===== src/rtl/neuron_core_pkg.sv =====
// neuron_core_pkg: shared definitions for the neuron core Wishbone front-end.
//   - NC_REGION_*      : 2-bit region codes taken from wbs_adr_i[14:13]
//   - nc_wb_state_t    : front-end FSM state encoding
//   - NC_WB_TIMEOUT_DEF: default number of cycles to wait for a target acknowledge
package neuron_core_pkg;

    localparam logic [1:0] NC_REGION_SYNAP = 2'b00;
    localparam logic [1:0] NC_REGION_PARAM = 2'b01;
    localparam logic [1:0] NC_REGION_SPIKE = 2'b10;
    localparam logic [1:0] NC_REGION_NONE  = 2'b11;

    localparam int unsigned NC_WB_TIMEOUT_DEF = 16;

    typedef enum logic [1:0] {
        StIdle,
        StReq,
        StWait,
        StResp
    } nc_wb_state_t;

endpackage


===== src/rtl/nc_region_decode.sv =====
// nc_region_decode: combinational address decode for the neuron core window.
//   adr_i    : Wishbone byte address
//   region_o : region code (synapse / parameter / spike-out / none)
//   mapped_o : address is inside the BASE_HI window and the region is populated
module nc_region_decode
    import neuron_core_pkg::*;
#(
    parameter logic [15:0] BASE_HI = 16'h3000
) (
    input  logic [31:0] adr_i,
    output logic [1:0]  region_o,
    output logic        mapped_o
);

    // Bits below the region field are consumed by the top, not by the decode.
    logic unused_adr;
    assign unused_adr = ^{adr_i[15], adr_i[12:0]};

    assign region_o = adr_i[14:13];
    assign mapped_o = (adr_i[31:16] == BASE_HI) && (adr_i[14:13] != NC_REGION_NONE);

endmodule


===== src/rtl/neuron_core_wb_front.sv =====
// neuron_core_wb_front: Wishbone classic slave front-end for the neuron core.
// Accepts one single-beat transaction at a time, issues a one-cycle request pulse
// to the addressed target, and returns exactly one ack (or err) per transaction.
//
// Ports:
//   wb_clk_i, wb_rst_n       : clock, asynchronous active-low reset
//   wbs_cyc_i/stb_i/we_i     : Wishbone cycle, strobe, write enable
//   wbs_sel_i, wbs_adr_i,
//   wbs_dat_i                : byte selects, byte address, write data
//   wbs_ack_o, wbs_err_o     : response (err only used when NC_WB_ERR_EN is defined)
//   wbs_dat_o                : read data, zero outside the ack cycle
//   core_addr_o/wdata_o/
//   sel_o/we_o, param_num_o  : transaction fields latched at acceptance
//   synap/param/spike_req_o  : one-cycle request pulses, mutually exclusive
//   core_ack_i, core_rdata_i : target completion and read data
//
// Configuration macro: NC_WB_ERR_EN -- when defined, faults (unmapped address or
// timeout) respond on wbs_err_o; otherwise they respond with wbs_ack_o and zero data.
module neuron_core_wb_front
    import neuron_core_pkg::*;
#(
    parameter logic [15:0] BASE_HI     = 16'h3000,
    parameter int unsigned TIMEOUT_CYC = NC_WB_TIMEOUT_DEF
) (
    input  logic        wb_clk_i,
    input  logic        wb_rst_n,
    input  logic        wbs_cyc_i,
    input  logic        wbs_stb_i,
    input  logic        wbs_we_i,
    input  logic [3:0]  wbs_sel_i,
    input  logic [31:0] wbs_adr_i,
    input  logic [31:0] wbs_dat_i,
    output logic        wbs_ack_o,
    output logic        wbs_err_o,
    output logic [31:0] wbs_dat_o,
    output logic [12:0] core_addr_o,
    output logic [31:0] core_wdata_o,
    output logic [3:0]  core_sel_o,
    output logic        core_we_o,
    output logic [7:0]  param_num_o,
    output logic        synap_req_o,
    output logic        param_req_o,
    output logic        spike_req_o,
    input  logic        core_ack_i,
    input  logic [31:0] core_rdata_i
);

`ifdef NC_WB_ERR_EN
    localparam bit ErrEn = 1'b1;
`else
    localparam bit ErrEn = 1'b0;
`endif

    localparam logic [7:0] TimeoutVal = 8'(TIMEOUT_CYC);

    logic [1:0] region;
    logic       mapped;

    nc_region_decode #(
        .BASE_HI (BASE_HI)
    ) u_decode (
        .adr_i    (wbs_adr_i),
        .region_o (region),
        .mapped_o (mapped)
    );

    nc_wb_state_t state_q;
    logic [7:0]   cnt_q;
    logic         hold_q;     // blocks acceptance in the cycle right after a response
    logic         ack_q;
    logic         err_q;
    logic [31:0]  dat_q;
    logic [12:0]  addr_q;
    logic [31:0]  wdata_q;
    logic [3:0]   sel_q;
    logic         we_q;
    logic [7:0]   pnum_q;
    logic         synap_req_q;
    logic         param_req_q;
    logic         spike_req_q;

    // All outputs are registered; the response is computed on entry to StResp so
    // that ack/err and data appear together in the StResp cycle.
    always_ff @(posedge wb_clk_i or negedge wb_rst_n) begin
        if (!wb_rst_n) begin
            state_q     <= StIdle;
            cnt_q       <= '0;
            hold_q      <= 1'b0;
            ack_q       <= 1'b0;
            err_q       <= 1'b0;
            dat_q       <= '0;
            addr_q      <= '0;
            wdata_q     <= '0;
            sel_q       <= '0;
            we_q        <= 1'b0;
            pnum_q      <= '0;
            synap_req_q <= 1'b0;
            param_req_q <= 1'b0;
            spike_req_q <= 1'b0;
        end else begin
            ack_q       <= 1'b0;
            err_q       <= 1'b0;
            dat_q       <= '0;
            synap_req_q <= 1'b0;
            param_req_q <= 1'b0;
            spike_req_q <= 1'b0;

            unique case (state_q)
                StIdle: begin
                    hold_q <= 1'b0;
                    if (wbs_cyc_i && wbs_stb_i && !hold_q) begin
                        addr_q  <= wbs_adr_i[12:0];
                        wdata_q <= wbs_dat_i;
                        sel_q   <= wbs_sel_i;
                        we_q    <= wbs_we_i;
                        pnum_q  <= wbs_adr_i[11:4];
                        if (mapped) begin
                            state_q     <= StReq;
                            synap_req_q <= (region == NC_REGION_SYNAP);
                            param_req_q <= (region == NC_REGION_PARAM);
                            spike_req_q <= (region == NC_REGION_SPIKE);
                        end else begin
                            state_q <= StResp;
                            if (ErrEn) err_q <= 1'b1;
                            else       ack_q <= 1'b1;
                        end
                    end
                end

                StReq: begin
                    cnt_q <= '0;
                    if (!wbs_cyc_i) begin
                        state_q <= StIdle;
                    end else if (core_ack_i) begin
                        state_q <= StResp;
                        ack_q   <= 1'b1;
                        dat_q   <= we_q ? 32'h0 : core_rdata_i;
                    end else begin
                        state_q <= StWait;
                    end
                end

                StWait: begin
                    // Target ack wins over a timeout landing in the same cycle.
                    if (!wbs_cyc_i) begin
                        state_q <= StIdle;
                    end else if (core_ack_i) begin
                        state_q <= StResp;
                        ack_q   <= 1'b1;
                        dat_q   <= we_q ? 32'h0 : core_rdata_i;
                    end else if (cnt_q == TimeoutVal) begin
                        state_q <= StResp;
                        if (ErrEn) err_q <= 1'b1;
                        else       ack_q <= 1'b1;
                    end else begin
                        cnt_q <= cnt_q + 8'd1;
                    end
                end

                StResp: begin
                    state_q <= StIdle;
                    hold_q  <= 1'b1;
                end

                default: state_q <= StIdle;
            endcase
        end
    end

    assign wbs_ack_o    = ack_q;
    assign wbs_err_o    = ErrEn & err_q;
    assign wbs_dat_o    = dat_q;
    assign core_addr_o  = addr_q;
    assign core_wdata_o = wdata_q;
    assign core_sel_o   = sel_q;
    assign core_we_o    = we_q;
    assign param_num_o  = pnum_q;
    assign synap_req_o  = synap_req_q;
    assign param_req_o  = param_req_q;
    assign spike_req_o  = spike_req_q;

endmodule

===== config.mk =====
export PLATFORM = sky130hd
export DESIGN_NAME = neuron_core_wb_front
export DESIGN_NICKNAME = d
export VERILOG_FILES = /design/src/rtl/neuron_core_pkg.sv /design/src/rtl/nc_region_decode.sv /design/src/rtl/neuron_core_wb_front.sv
export SDC_FILE = /design/constraint.sdc
export NUM_CORES = 1
export LEC_CHECK = 0
export ABC_CLOCK_PERIOD_IN_PS = 1600
export BUFFER_PORTS_ARGS = -buffer_cell sky130_fd_sc_hd__buf_2
export CAP_MARGIN = 20
export CORE_MARGIN = 2
export CORE_UTILIZATION = 45
export CTS_CLUSTER_SIZE = 40
export DETAILED_ROUTE_END_ITERATION = 8
export PLACE_DENSITY_LB_ADDON = 0.1
export REMOVE_ABC_BUFFERS = 1
export SLEW_MARGIN = 15
export SYNTH_ARGS = -nofsm -noshare
export SYNTH_HDL_FRONTEND = slang
export SYNTH_HIERARCHICAL = 1
export SYNTH_SLANG_ARGS = --single-unit

===== constraint.sdc =====
create_clock -name wb_clk_i -period 1.6 [get_ports wb_clk_i]
set_input_delay 0 -clock wb_clk_i [delete_from_list [all_inputs] [get_ports wb_clk_i]]
set_output_delay 0 -clock wb_clk_i [all_outputs]
set_load 0.02 [all_outputs]

# After elaboration in Yosys (flattened, before gate mapping)
# Index checks and enable logic that the tools add are counted.
[totals] reg_bits=105 in_bits=106 out_inout_bits=95 word_cells=73
[classes] n_addsub=1 n_eq_ne=13 muxes=34 reduce_logical=12
[op_table] cell="$mux W32" count=4
[op_table] cell="$mux W8" count=3
[op_table] cell="$mux W1" count=17
[op_table] cell="$eq A16 B14 Y1 const B" count=1
[op_table] cell="$pmux W8 S2" count=1
[op_table] cell="$mux W2" count=6
[op_table] cell="$ne A2 B2 Y1 const B" count=5
[op_table] cell="$add A8 B1 Y8 const B" count=1
[op_table] cell="$eq A8 B5 Y1 const B" count=1
[op_table] cell="$pmux W2 S4" count=1
[op_table] cell="$eq A2 B2 Y1 const B" count=3
[op_table] cell="$eq A2 B1 Y1 const B" count=2
[op_table] cell="$logic_not A2 Y1" count=2
[op_table] cell="$ne A4 B4 Y1 const B" count=1
[op_table] cell="$reduce_and A2 Y1" count=2
[op_table] cell="$reduce_and A4 Y1" count=1
[op_table] cell="$reduce_bool A2 Y1" count=2
[op_table] cell="$logic_and A1 B1 Y1" count=3
[op_table] cell="$pmux W1 S3" count=1
[op_table] cell="$pmux W1 S2" count=1
[op_table] cell="$reduce_or A2 Y1" count=1
[op_table] cell="$logic_not A1 Y1" count=1

# Logic depth before layout (Yosys ltp)
# Gate-level depths: netlist of run 1.
[logic_depth] ltp_word=5 depth_mapped=7 ltp_nobuf=7

# Modules after synthesis
# The synthesis of run 1 kept the hierarchy.
[modules_own_cells] module="neuron_core_wb_front" instances=1 cells_each=265 area_per_inst_um2=3828.7 seq_area_each_um2=2427.3
[modules_own_cells] module="nc_region_decode" instances=1 cells_each=8 area_per_inst_um2=61.3 seq_area_each_um2=0.0

# Worst setup path after synthesis of run 1
# Ideal clock, no wire load.
[synth_path] path_kind="register to register" from="reg cnt_q[0]" to="reg cnt_q[1]" setup_ns=0.125 arrival_time_ns=1.366 required_ns=1.475 path_slack_ns=0.109 stages_incl_launch_ff=7 path_buffers=0 period_less_slack_ns=1.491 path_cell_list="dfrtp_1 > inv_1 > ha_1 > nor4b_2 > and3_4 > nor2_2 > mux2_4"
[synth_between] elab_chain_cells=5 word_cells_on_any_way=8 cone_classes="1 x add/sub; 2 x eq/ne; 4 x mux; 1 x reduce/logical"
[synth_lines] element="start, declared" line="neuron_core_wb_front.sv:68" text="logic [7:0] cnt_q;"
[synth_lines] element="start signal, assigned" line="neuron_core_wb_front.sv:156" text="cnt_q <= cnt_q + 8'd1;"
[synth_lines] element="$add A8 B1 Y8" line="neuron_core_wb_front.sv:156"
[synth_lines] element="$mux W8" line="neuron_core_wb_front.sv:151" text="end else if (cnt_q == TimeoutVal) begin"
[synth_lines] element="$mux W8" line="neuron_core_wb_front.sv:147" text="end else if (core_ack_i) begin"
[synth_lines] element="$mux W8" line="neuron_core_wb_front.sv:145" text="if (!wbs_cyc_i) begin"
[synth_lines] element="$pmux W8 S2" line="neuron_core_wb_front.sv:108" text="unique case (state_q)"
# Parallel ways exist; a longest one is shown, timed or not. The select of a mux whose other input is x is not followed.
# A chain may end at the register's enable or synchronous reset.

# Worst setup path after layout of run 1
[layout_path] from="reg cnt_q[1]" to="reg cnt_q[1]"
# The elaborated chain is that of the path after synthesis.

==> flow_summary.ini, run 1 <==
[worst_hold_path]
hp-class = primary input to flip-flop
whs_path_depth = 3

[floorplan]
die-area_sq_mm = 0.00940
die_x_um = 97.0
die_h_um = 97.0
ios = 201
start_util_pct = 46.9
num_rows = 33
core-area_sq_mm = 0.00830

[detailed_routing]
drtIter0Drc = 64
vias = 3123
drt-vias-per-instance = 4.65
wl_per_cell_um = 14.6
antenna_left = 0
drc_errors = 0
drt-total-wl_um = 9800
dr.pass1.iters = 4

[synth]
syn_area_per_cell_sq_um = 14.2
synth.most_common_cell = dfrtp_1
netlist_instances = 273
yosysSeqAreaShare_pct = 62.4
synthDistinctLibCells = 43
synthFlopType = dfrtp_1
yosys_warnings = 6
synth-edff-count = 0
synth_area_leaders = dfrtp_1, mux2_2, and2_1, buf_4, ha_1
synth_common_cells = dfrtp_1, mux2_2, and2_1
synthArstFlopShare_pct = 100
synth.ff_latch_count = 97
yosysTopAreaCell = dfrtp_1
syn_area_sq_mm = 0.00389
yosys.area.top_type_share_pct = 62.4

[clock_network]
clkTransAtPathRegs_ns = 0.10
cts_buffers = 9
clock_path_buffers = 2
clock-sinks = 97
h-tree-depth = 3
clk_latency_ns = 0.36
root_buffer = clkbuf_8
cts_tree = built

[worst_setup_path]
start_kind = flip-flop
cp-end-kind = flip-flop
reg2reg_depth = 6
worstPathMaxFanout = 4
arrival_ns = 1.78
path_class = flip-flop to flip-flop
cp_data_required_time_ns = 1.84

[final_layout]
drive_above_1_share_pct = 50.5
final_nets = 673
n_fill_cell = 586
multi_input_area_sq_mm = 0.00131
syn_to_final_growth_pct = 56.3
antennaDiodeCount = 0
seqCellArea_sq_mm = 0.00243

[sta]
slew_violations = 0
fin_skew_ns = 0.0111
final.setup.tns_ns = 0
setup_viol = 0
final_hold_viol_count = 0
max_freq_mhz = 652
period_needed_ns = 1.53
post-route-period-util_pct = 95.9

[grt]
grt-ovfl-total = 0
grt_usage_pct = 21.2
grt_pass1_vias = 3273
grt_pass1_wl_um = 16000
grt_max_degree = 42
antenna_found_initial = 0

[placed_design]
gp_congestion = 0.739
dp_hpwl_um = 6390
port-buffer-count = 198

[power_and_ir_drop]
power.total_mw = 9.08
powerDensity_mw_per_mm2 = 1490
p_leak_nw = 3.17
irDropWorstVdd_uv = 613

[flow_run]
cap_viol_max_count = 0

[outcome]
status = completed
-- worst max-delay path: stages (launching register included) --
cell and delay [ns]:
dfrtp_1 0.42, inv_2 0.07, ha_1 0.14, nor4b_4 0.20, and3_4 0.26, nor2_4 0.05, mux2_4 0.28
-- area by class of cell --
class | count | area share (%)
clock inverter | 6 | 0.947
timing repair buffer | 298 | 32.9
tap | 105 | 2.16
clock buffer | 10 | 2.26
sequential | 97 | 39.9
multi-input combinational | 150 | 21.5
inverter | 5 | 0.309
-- cell families (layout without fill, tap and decap cells) --
family	count (synthesis)	in the layout	synth area share, %
AO/OA/AOI/OAI	14	14	2.48
buffers and inverters	26	319	4.60
multiplexers	54	54	15.7
flip-flops	97	97	62.4
adder cells (fa/ha/maj)	6	6	1.93
AND/OR/NAND/NOR	72	72	12.2
other	1	1	0.0964
XOR/XNOR	3	3	0.676
-- final timing paths --
check / slack, ns / from / endpoint
setup reg to reg: 0.07 / cnt_q[1] / cnt_q[1]
min in group asynchronous: 0.10 / wb_rst_n / core_addr_o[1]
setup / recovery: 0.07 / cnt_q[1] / cnt_q[1]
hold / removal: 0.07 / wbs_cyc_i / synap_req_o
hold reg to reg: 0.50 / core_wdata_o[30] / core_wdata_o[30]
max in group asynchronous: 0.94 / wb_rst_n / core_wdata_o[9]
-- sequential cells by signal, summed over array words and instances, names as in the netlist --
register,count
cnt_q,8
param_req_o,1
hold_q,1
core_sel_o,4
state_q,2
core_wdata_o,32
core_we_o,1
wbs_ack_o,1
core_addr_o,13
wbs_dat_o,32
synap_req_o,1
spike_req_o,1
-- per-layer routing --
layer  track usage [%]  routed length, um  vias to the layer above
li1                  -                  -                     1496
met1              25.6               3870                     1475
met2              36.4               4940                      143
met3              6.50                892                        9
met4              6.50                 99                        0
met5                 0                  0                        -
-- timing repair --
item | in CTS | in global routing
gates resized for setup | 0 | 7
setup endpoints to repair | 0 | 14
hold buffers | 86 | 0
endpoints found under the hold margin | 183 | 0
buffers inserted | 0 | 2
-- cell usage in the layout, fill, tap and decap left out, types with 3 or more instances in the layout --
cell | netlist | layout
buf_2 | 2 | 197
dfrtp_1 | 97 | 97
dlygate4sd3_1 | 0 | 86
mux2_2 | 46 | 46
and2_1 | 32 | 32
buf_4 | 11 | 11
clkbuf_8 | 0 | 10
nor2_1 | 7 | 7
mux2_1 | 5 | 5
nand3_1 | 5 | 5
inv_1 | 5 | 4
a21oi_1 | 4 | 4
ha_1 | 6 | 4
nor3b_1 | 3 | 3
nand4_1 | 3 | 3
nand2_1 | 3 | 3
o21ai_0 | 3 | 3
buf_12 | 0 | 3
-- where the power goes --
part	leakage, nW	switching [mW]	internal (mW)
clock	0.101	0.892	0.647
sequential	1.24	0.393	3.24
combinational	1.82	2.19	1.72
-- metrics by stage --
stage	area (sq um)	setup slack, ns	hold WS (ns)	utilization (%)	std cells
4_1_cts	6040	0.0398	0.0518	72.8	669
2_1_floorplan	3730	-0.186	-0.296	-	252
6_report	6080	0.0653	0.0661	73.3	671
3_3_place_gp	4980	-0.00899	-0.0550	60.0	567
5_1_grt	6080	-0.00642	0.0887	73.3	671
3_5_place_dp	4980	-0.0254	-0.0530	60.0	567
No activity file was read; power rests on OpenSTA's default activity.
==> run 2, diff against run 1 <==
--- a/config.mk
+++ b/config.mk
@@ -12,7 +12,7 @@
 export CORE_UTILIZATION = 45
 export CTS_CLUSTER_SIZE = 40
 export DETAILED_ROUTE_END_ITERATION = 8
-export PLACE_DENSITY_LB_ADDON = 0.1
+export PLACE_DENSITY = 0.8
 export REMOVE_ABC_BUFFERS = 1
 export SLEW_MARGIN = 15
 export SYNTH_ARGS = -nofsm -noshare
==> run 2 against run 1 <==
Global-route usage increased by 1.6 points. Clock skew is 0.0026 ns higher. Clock power is essentially flat. Non-clock buffer count stayed put. Critical endpoint unchanged. Largest power group unchanged. Highest routed layer unchanged.
==> flow_summary.ini, run 2 (synthesis gave the netlist of run 1 again) <==
[final_layout]
antennaDiodeCount = 0
final_core_util_pct = 73.2
seqCellArea_sq_mm = 0.00243
multi_input_area_sq_mm = 0.00129
n_fill_cell = 528
drive_above_1_share_pct = 50.5
syn_to_final_growth_pct = 56.1
final_nets = 673
final_cell_mix = buf_2, dfrtp_1, dlygate4sd3_1
final_cells = 671
design_area_sq_mm = 0.00607
final_common_cell = buf_2

[worst_setup_path]
cp-end-kind = flip-flop
cp_cell_sequence = inv_1 > ha_1 > nor4b_2 > and3_4 > nor2_4 > mux2_4
arrival_ns = 1.77
slowest_stage = dfrtp_1
cp_data_required_time_ns = 1.84
worstPathMaxFanout = 4
path_class = flip-flop to flip-flop
crit_family = simple AND/OR/NAND/NOR gates
start_kind = flip-flop
cp_num_buf_inv = 1
slowest_delay_ns = 0.38

[clock_network]
clock-sinks = 97
root_buffer = clkbuf_8
clk_latency_ns = 0.35
cts_tree = built
h-tree-depth = 3
cts_buffers = 9
clock_path_buffers = 2
clkTransAtPathRegs_ns = 0.10

[grt]
grt_usage_pct = 22.7
grt-ovfl-total = 0
grt_max_degree = 56
grt_pass1_vias = 3467
grt_pass1_wl_um = 17000
antenna_found_initial = 0

[detailed_routing]
vias = 3206
drc_errors = 0
drt-vias-per-instance = 4.78
dr.pass1.iters = 4
drtIter0Drc = 77
wl_per_cell_um = 15.9
drt-total-wl_um = 10700
antenna_left = 0

[sta]
slew_violations = 0
setup_viol = 0
rsz0062_at_grt = no
max_freq_mhz = 654
holdWs_ns = 0.0478
post-route-period-util_pct = 95.6
fin_ws_ns = 0.0702
fin_skew_ns = 0.0136
final.setup.tns_ns = 0
final_hold_viol_count = 0
period_needed_ns = 1.53

[worst_hold_path]
hp-class = primary input to flip-flop

[placed_design]
dp_hpwl_um = 6470
gp_congestion = 0.830
port-buffer-count = 198
placed_area_sq_mm = 0.00495
dp_cells = 565
place_worst_setup_slack_ns = -0.0488

[power_and_ir_drop]
power.total_mw = 9.12
powerDensity_mw_per_mm2 = 1500
irDropWorstVdd_uv = 744
p_leak_nw = 3.16

[floorplan]
die-area_sq_mm = 0.00940
start_util_pct = 46.9
core-area_sq_mm = 0.00830
die_h_um = 97.0
ios = 201
num_rows = 33
die_x_um = 97.0

[flow_run]
cap_viol_max_count = 0

[outcome]
status = completed
[run 2: report_power, final]
part           switching [mW]  internal, mW  total (mW)
combinational            2.21          1.72        3.93
sequential              0.409          3.24        3.65
clock                   0.897         0.648        1.54
total                    3.51          5.61        9.12
[run 2: what timing repair did]
action,CTS,global route
gates resized for setup,0,6
hold buffers,86,0
buffers inserted,0,3
endpoints found under the setup margin,0,50
hold endpoints to repair,183,0
[run 2: worst paths after layout]
path | end | slack (ns) | cells after the start | start
min reg2reg | core_wdata_o[29] | 0.51 | 1 | core_wdata_o[29]
max reg2reg | cnt_q[1] | 0.07 | 6 | cnt_q[1]
min | state_q[0] | 0.05 | 3 | wbs_cyc_i
max in group asynchronous | wbs_dat_o[28] | 0.92 | 3 | wb_rst_n
max | cnt_q[1] | 0.07 | 6 | cnt_q[1]
min in group asynchronous | cnt_q[4] | 0.06 | 2 | wb_rst_n
[run 2: layer usage]
| layer | vias to the layer above | global-route usage, % | share of wire, % | routed length (um) |
|---|---|---|---|---|
| li1 | 1494 | - | - | - |
| met1 | 1549 | 25.0 | 38 | 4080 |
| met2 | 145 | 41.7 | 53 | 5650 |
| met3 | 18 | 6.36 | 7.2 | 772 |
| met4 | 0 | 8.34 | 1.8 | 192 |
| met5 | - | 0 | 0 | 0 |
[run 2: worst register-to-register path: cells and delay by family (launching register included)]
kind,cells,cell delay (ns)
simple gates,3,0.49
flops,1,0.38
buf+inv,1,0.06
mux,1,0.31
fa+ha+maj,1,0.18
[run 2: area by class of cell]
class                   count  share of cell area (%)
clock buffers              10                    2.27
clock inverters             6                   0.948
inverters                   5                   0.309
multi-input cells         150                    21.3
flip-flops and latches     97                    40.0
well taps                 105                    2.16
repair buffers            298                    33.0
